==> config.mk <==
export PLATFORM = sky130hd
export DESIGN_NAME = control_unit
export DESIGN_NICKNAME = d
export VERILOG_FILES = /design/src/rtl/control_unit.sv
export SDC_FILE = /design/constraint.sdc
export NUM_CORES = 1
export LEC_CHECK = 0
export BUFFER_PORTS_ARGS = -buffer_cell sky130_fd_sc_hd__buf_2
export CAP_MARGIN = 20
export CORE_MARGIN = 2
export CORE_UTILIZATION = 39
export DETAILED_ROUTE_END_ITERATION = 8
export GPL_ROUTABILITY_DRIVEN = 0
export PLACE_DENSITY = 0.83
export SYNTH_ARGS = -nofsm -noshare
export SYNTH_HDL_FRONTEND = slang
export SYNTH_SLANG_ARGS = --single-unit
==> constraint.sdc <==
create_clock -name i_clk -period 1.7 [get_ports i_clk]
set_clock_uncertainty 0.05 [all_clocks]
set_input_delay 0.17 -clock i_clk [delete_from_list [all_inputs] [get_ports i_clk]]
set_output_delay 0.17 -clock i_clk [all_outputs]
set_load 0.02 [all_outputs]
==> src/rtl/control_unit.sv <==
// Hardwired Moore fetch/decode/execute sequencer for the Mini SRC datapath.
// Outputs are decoded from the current state and the instruction register only.
module control_unit #(
    parameter logic [4:0] PC_INC_OP = 5'b11111
) (
    input  logic        i_clk,
    input  logic        i_clr,
    input  logic        i_run,
    input  logic [31:0] i_ir,
    input  logic        i_mem_rdy,
    output logic [4:0]  o_alu_control,
    output logic [15:0] o_r_en,
    output logic [15:0] o_r_out,
    output logic        o_mar_en,
    output logic        o_mdr_en,
    output logic        o_read,
    output logic        o_mdr_out,
    output logic        o_ir_en,
    output logic        o_p_en,
    output logic        o_p_out,
    output logic        o_y_en,
    output logic        o_zlo_en,
    output logic        o_zhi_en,
    output logic        o_zlo_out,
    output logic        o_zhi_out,
    output logic        o_hi_en,
    output logic        o_lo_en,
    output logic        o_halt,
    output logic        o_illegal
);

    localparam logic [3:0] S_IDLE = 4'd0;
    localparam logic [3:0] S_T0   = 4'd1;
    localparam logic [3:0] S_T1   = 4'd2;
    localparam logic [3:0] S_T1W  = 4'd3;
    localparam logic [3:0] S_T2   = 4'd4;
    localparam logic [3:0] S_T3   = 4'd5;
    localparam logic [3:0] S_T4   = 4'd6;
    localparam logic [3:0] S_T5   = 4'd7;
    localparam logic [3:0] S_T6   = 4'd8;
    localparam logic [3:0] S_HALT = 4'd9;

    logic [3:0]  r_state;
    logic [3:0]  w_state_next;
    logic        r_illegal;

    logic [4:0]  w_opcode;
    logic [3:0]  w_ra;
    logic [3:0]  w_rb;
    logic [3:0]  w_rc;
    logic [15:0] w_ra_oh;
    logic [15:0] w_rb_oh;
    logic [15:0] w_rc_oh;
    logic        w_is_alu3;
    logic        w_is_un;
    logic        w_is_md;
    logic        w_is_nop;
    logic        w_is_hlt;
    logic        w_is_legal;
    logic        w_unused_ir_bits;

    assign w_opcode = i_ir[31:27];
    assign w_ra     = i_ir[26:23];
    assign w_rb     = i_ir[22:19];
    assign w_rc     = i_ir[18:15];
    assign w_unused_ir_bits = ^i_ir[14:0];

    assign w_is_alu3  = (w_opcode <= 5'h08);
    assign w_is_un    = (w_opcode == 5'h11) || (w_opcode == 5'h12);
    assign w_is_md    = (w_opcode == 5'h0F) || (w_opcode == 5'h10);
    assign w_is_nop   = (w_opcode == 5'h1B);
    assign w_is_hlt   = (w_opcode == 5'h1C);
    assign w_is_legal = w_is_alu3 | w_is_un | w_is_md | w_is_nop | w_is_hlt;

    // Register-field decoders: each field selects exactly one of R0..R15.
    genvar gi;
    generate
        for (gi = 0; gi < 16; gi++) begin : g_reg_decode
            assign w_ra_oh[gi] = (w_ra == 4'(gi));
            assign w_rb_oh[gi] = (w_rb == 4'(gi));
            assign w_rc_oh[gi] = (w_rc == 4'(gi));
        end
    endgenerate

    always_comb begin
        w_state_next = r_state;
        case (r_state)
            S_IDLE: w_state_next = i_run ? S_T0 : S_IDLE;
            S_T0:   w_state_next = S_T1;
            S_T1:   w_state_next = i_mem_rdy ? S_T2 : S_T1W;
            S_T1W:  w_state_next = i_mem_rdy ? S_T2 : S_T1W;
            S_T2:   w_state_next = S_T3;
            S_T3: begin
                if (w_is_alu3 || w_is_un || w_is_md)
                    w_state_next = S_T4;
                else if (w_is_nop)
                    w_state_next = S_T0;
                else
                    w_state_next = S_HALT;
            end
            S_T4:   w_state_next = (w_is_alu3 || w_is_md) ? S_T5 : S_T0;
            S_T5:   w_state_next = w_is_md ? S_T6 : S_T0;
            S_T6:   w_state_next = S_T0;
            S_HALT: w_state_next = S_HALT;
            default: w_state_next = S_IDLE;
        endcase
    end

    // The illegal flag is latched on entry to HALT so it no longer tracks ir.
    always_ff @(posedge i_clk or negedge i_clr) begin
        if (!i_clr) begin
            r_state   <= S_IDLE;
            r_illegal <= 1'b0;
        end else begin
            r_state <= w_state_next;
            if (r_state == S_T3 && !w_is_legal)
                r_illegal <= 1'b1;
        end
    end

    always_comb begin
        o_alu_control = 5'd0;
        o_r_en        = 16'd0;
        o_r_out       = 16'd0;
        o_mar_en      = 1'b0;
        o_mdr_en      = 1'b0;
        o_read        = 1'b0;
        o_mdr_out     = 1'b0;
        o_ir_en       = 1'b0;
        o_p_en        = 1'b0;
        o_p_out       = 1'b0;
        o_y_en        = 1'b0;
        o_zlo_en      = 1'b0;
        o_zhi_en      = 1'b0;
        o_zlo_out     = 1'b0;
        o_zhi_out     = 1'b0;
        o_hi_en       = 1'b0;
        o_lo_en       = 1'b0;
        o_halt        = 1'b0;
        o_illegal     = 1'b0;
        case (r_state)
            S_T0: begin
                o_p_out       = 1'b1;
                o_mar_en      = 1'b1;
                o_zlo_en      = 1'b1;
                o_alu_control = PC_INC_OP;
            end
            S_T1: begin
                o_zlo_out = 1'b1;
                o_p_en    = 1'b1;
                o_read    = 1'b1;
                o_mdr_en  = 1'b1;
            end
            S_T1W: begin
                o_read   = 1'b1;
                o_mdr_en = 1'b1;
            end
            S_T2: begin
                o_mdr_out = 1'b1;
                o_ir_en   = 1'b1;
            end
            S_T3: begin
                if (w_is_alu3) begin
                    o_r_out = w_rb_oh;
                    o_y_en  = 1'b1;
                end else if (w_is_un) begin
                    o_r_out       = w_rb_oh;
                    o_zlo_en      = 1'b1;
                    o_alu_control = w_opcode;
                end else if (w_is_md) begin
                    o_r_out = w_ra_oh;
                    o_y_en  = 1'b1;
                end
            end
            S_T4: begin
                if (w_is_alu3) begin
                    o_r_out       = w_rc_oh;
                    o_zlo_en      = 1'b1;
                    o_alu_control = w_opcode;
                end else if (w_is_un) begin
                    o_zlo_out = 1'b1;
                    o_r_en    = w_ra_oh;
                end else if (w_is_md) begin
                    o_r_out       = w_rb_oh;
                    o_zhi_en      = 1'b1;
                    o_zlo_en      = 1'b1;
                    o_alu_control = w_opcode;
                end
            end
            S_T5: begin
                if (w_is_alu3) begin
                    o_zlo_out = 1'b1;
                    o_r_en    = w_ra_oh;
                end else if (w_is_md) begin
                    o_zlo_out = 1'b1;
                    o_lo_en   = 1'b1;
                end
            end
            S_T6: begin
                o_zhi_out = 1'b1;
                o_hi_en   = 1'b1;
            end
            S_HALT: begin
                o_halt    = 1'b1;
                o_illegal = r_illegal;
            end
            default: ;
        endcase
    end

endmodule

## Word-level counts from Yosys, hierarchy flattened

Cells that the tools add are included.

- Bitwise logic cells: 4
- Muxes and demuxes: 44
- Reduce and logical (&&, ||, !) cells: 12
- Equal/unequal tests: 60
- $lt $le $gt $ge: 1

Operators by type and width:

| kind | number |
|---|---|
| 16-bit two-way mux | 9 |
| 4-bit == test, second input constant | 26 |
| 4-bit by 3-bit == test with 1-bit output, second input constant | 16 |
| 16-bit case mux with 2 select lines | 2 |
| 4-bit case mux with 9 select lines | 1 |
| 4-bit by 2-bit == test with 1-bit output, second input constant | 8 |
| 5-bit == test, second input constant | 5 |
| 5-bit two-way mux | 5 |
| 1-bit two-way mux | 19 |
| 4-bit by 1-bit == test with 1-bit output, second input constant | 4 |
| 4-bit logical NOT | 4 |
| 5-bit case mux with 3 select lines | 1 |
| 4-bit two-way mux | 3 |
| 3-bit two-way mux | 2 |
| 1-bit case mux with 3 select lines | 2 |
| 5-bit by 4-bit == test with 1-bit output, second input constant | 1 |
| 5-bit by 4-bit <= comparator with 1-bit output, second input constant | 1 |
| 1-bit logical OR | 5 |
| 1-bit OR | 4 |
| 2-bit OR reduction | 1 |
| 1-bit logical AND | 1 |
| 1-bit logical NOT | 1 |

- Bits in registers: 5
- Word-level logic and storage cells: 123
- Output and inout port bits: 53

## Logic depth before layout (Yosys ltp)

- Word-level depth: 8
- Gate-level depth with buffers: 6
- Depth with buffers taken out: 4

## Least setup slack after synthesis

OpenSTA, ideal clock, no wires.

- Path type: register to output
- From: reg r_state[3]
- To: out o_alu_control[0]
- Arrival: 2043 ps
- Cell stages (with the launch flop): 5
- Setup slack: -563 ps
- Cells stage by stage: dfrtp_1 -> clkbuf_1 -> nor3_1 -> nor2_1 -> a211oi_1

- Cells in the longest elaborated chain, start to end: 2

RTL lines:

| what | RTL line | source |
|---|---|---|
| start: declaration | 43 | `logic [3:0] r_state;` |
| start signal: assignment | 115 | `r_state <= w_state_next;` |
| 4-bit by 3-bit == test with 1-bit output / 4-bit by 1-bit == test with 1-bit output (equally long branches) | 141 | `case (r_state)` |
| 5-bit case mux with 3 select lines (*) | 141 |  |
| end: declaration | 11 | `output logic [4:0] o_alu_control,` |

Mark *: on every way between the ends. The rest lies on a longest branch, timed or not.

## Worst setup path after layout

- From: reg r_state[0]
- To: out o_r_out[12]

- Cells in the longest elaborated chain, start to end: 2

RTL lines:

| what | RTL line | source |
|---|---|---|
| 4-bit by 3-bit == test with 1-bit output | 141 |  |
| 16-bit case mux with 2 select lines (*) | 141 |  |
| end: declaration | 13 | `output logic [15:0] o_r_out,` |

Marks and branches as above.

==> results.yml <==
outcome:
  outcome: "finished with violations"
  violations: "negative setup slack"
clock_tree:
  clkSinkCount: 5
  cts_root_buf: "clkbuf_4"
  htreeDepth: 1
  clkTransAtPathRegs_ns: 0.05
  clock_latency_ns: 0.25
  cts_made_buffers: 3
  clockBufferDepth: 2
  tritoncts: "built"
worst_setup_path:
  end_kind: "primary output"
  arrival_ns: 1.92
  critPathMaxFanout: 6
  worstReg2RegEnd: "r_illegal$_DFFE_PN0P_"
  worstPathRequired_ns: 1.48
  start_kind: "register"
  worst-setup-path-type: "register to primary output"
  r2r-start: "r_state[2]$_DFF_PN0_"
  ff2ff_setup_slack_ns: -0.08
  rr_worst_depth: 6
power:
  pwr-share-seq: 0.090
  swShare: 0.5168
  power_density_mw_per_mm2: 825.6
  p_comb_frac: 0.854
  vdd_drop_max_uv: 745.9
  leakage_uw: 0.001434
  clockPowerShare: 0.055
  internal_power_uw: 1298
  netSwitchingPower_uw: 1388
logic_synthesis:
  async_flop_share: 1.000
  postSynthAreaPerCell_um2: 7.319
  synth-main-ff-cell: "dfrtp_1"
  yosysSeqAreaShare: 0.08857
  ys_ff_latch: 5
  syn_area_mm2: 0.001413
  synth_cell_types: 50
  synth_edf_count: 0
  yosysWarnings: 0
  syn-num-nets: 229
  synthCells: 193
timing:
  slew_headroom: 0.6003
  rsz0062_at_grt: "yes"
  setup_viol: 50
  finalHoldViolations: 0
  max_freq_ghz: 0.4674
  finalCritPeriodShare: 1.258
  slew_viol_final: 0
  setup_slack_ns: -0.4393
  worst-slew-pin-transition_ns: 0.5995
  fin_crit_ns: 2.139
place:
  io_buffers: 73
  dp_hpwl_mm: 4.180
  place_area_mm2: 0.002313
  dp_cells: 335
  post-place-ws_ns: -0.1872
hold_path:
  hold_depth: 3
  hold_end: "r_state[2]$_DFF_PN0_"
  hold_path_class: "primary input to register"
  hold_start: "i_mem_rdy"
global_route:
  grt_max_degree: 18
  grt_pass1_wl_mm: 9.956
  antenna_found_initial: 0
  grt_pass1_vias: 2058
  overflow: 0
  grt_use_total: 0.3000
detailed_routing:
  drtPass1Iterations: 5
  dr.first_iter.drc_count: 305
  vias: 2504
  wl_per_cell_um: 26.49
  routed_via_density: 6.917
  drc: 0
  wirelength_mm: 9.590
  final_antenna_net_count: 0
final_layout:
  seqCellArea_um2: 130.1
  nNetsFinal: 353
  fillers: 89
  multi_input_comb_area_mm2: 0.001794
  finish.utilization: 0.9527
  stdcell_area_mm2: 0.003254
  fin_cells: 362
  num_antenna_cells: 0
  drive_gt1_frac: 0.7722
  area_delta_synth_final_pct: 130.4
die:
  fp.dieW_um: 64.19
  core_area_mm2: 0.003416
  rows: 21
  start_util: 0.4136
  die_y_um: 64.19
  pin_count: 89
  dieArea_mm2: 0.004120
run:
  drv_cap: 0
power groups by stage:
stage / clock network (µW) / registers [µW] / logic, µW
finish: 149 / 243 / 2300
global placement: 0 / 205 / 1350
detailed placement: 0 / 215 / 1380
CTS: 138 / 220 / 1690
floorplan: 0 / 179 / 959
global route: 149 / 243 / 2350
critical path, cell delays in order (launching register included):
cell and delay (ns):
dfrtp_2 0.46, and4bb_4 0.44, a22oi_4 0.14, buf_6 0.18
o41ai_4 0.24, buf_4 0.20
timing repair:
action                                 CTS  global route
pin swaps                               16            22
cloned                                   0             2
endpoints found under the hold margin    5             0
gates resized for setup                 89            93
setup buffers                            8            15
setup endpoints to repair               47            55
hold buffers                             1             0
per-layer routing:
layer / track usage / wire (µm)
met5: 0 / 0
met3: 0.04930 / 1003
met4: 0.1144 / 703
met1: 0.3621 / 3304
met2: 0.5286 / 4579
metrics by stage:
step	hold WS [ns]	power, µW	TNS, ns
global placement	-0.06408	1557	-2.204
global route	0.2821	2739	-14.49
floorplan	-0.1756	1137	-1.985
finish	0.2363	2687	-13.50
CTS	0.1796	2046	-8.049
detailed placement	-0.06268	1599	-3.344
kinds of logic after synthesis:
group	Yosys count	share of synthesized area
xor gates and xnor gates	1	0.006201
buffers and inverters	27	0.1151
muxes	2	0.01417
and+or+nand+nor	99	0.4243
AOI/OAI and AO/OA	59	0.3516
DFF	5	0.08857
flip-flops by register name, summed over array words and instances (netlist names):
name / cells
r_state: 4
r_illegal: 1
cell usage in the layout, fill, tap and decap left out, types with 3 or more instances in the layout:
| cell type | count |
|---|---|
| nor2_4 | 5 |
| clkbuf_4 | 3 |
| o31ai_4 | 12 |
| nor3_4 | 7 |
| nand2b_1 | 10 |
| buf_6 | 44 |
| buf_2 | 26 |
| nor2b_4 | 4 |
| nor2_1 | 9 |
| a32oi_2 | 4 |
| nor3_2 | 17 |
| o41ai_4 | 4 |
| a22oi_2 | 12 |
| nand3_1 | 4 |
| nor3_1 | 11 |
| dfrtp_2 | 4 |
| a21o_1 | 3 |
| inv_1 | 4 |
| buf_4 | 64 |
| nand2_1 | 7 |
area by class of cell:
class / count / share of cell area
flip-flops and latches: 5 / 0.03998
repair buffers: 140 / 0.3752
well taps: 46 / 0.01769
clock buffers: 4 / 0.008074
inverters: 6 / 0.007689
multi-input cells: 161 / 0.5513
cells in the mapped netlist (2+ instances only):
library cell,n,area (µm²)
a21oi_1,4,20.02
buf_4,7,52.55
a32oi_1,4,35.03
nand4bb_1,2,22.52
a22oi_1,12,90.09
a211o_1,2,17.52
mux2i_1,2,20.02
o21ai_0,3,15.01
or2_2,2,12.51
nor2b_1,6,37.54
nand2b_1,12,75.07
o41ai_1,5,43.79
buf_2,4,20.02
dfrtp_1,5,125.1
nor3_2,3,30.03
buf_6,4,45.04
nor2_1,14,52.55
a211oi_1,2,15.01
nand2_1,7,26.28
inv_1,6,22.52
nor3_1,32,160.2
a21o_1,3,22.52
o21a_1,2,15.01
nand3_1,5,25.02
nor4b_2,2,30.03
and3_1,3,18.77
clkbuf_1,6,22.52
o31ai_1,12,90.09
worst max path at each step:
stage / start / to / slack [ns]
after floorplan: r_state[2]$_DFF_PN0_ / o_r_en[13] / -0.13
after CTS: r_state[3]$_DFF_PN0_ / o_r_out[1] / -0.25
after global placement: r_state[3]$_DFF_PN0_ / o_r_out[0] / -0.13
final: r_state[0]$_DFF_PN0_ / o_r_out[12] / -0.44
after detailed placement: i_ir[28] / o_r_out[8] / -0.19
after global routing: r_state[0]$_DFF_PN0_ / o_r_out[12] / -0.44
Note: power is estimated with default switching activity, not from simulation.
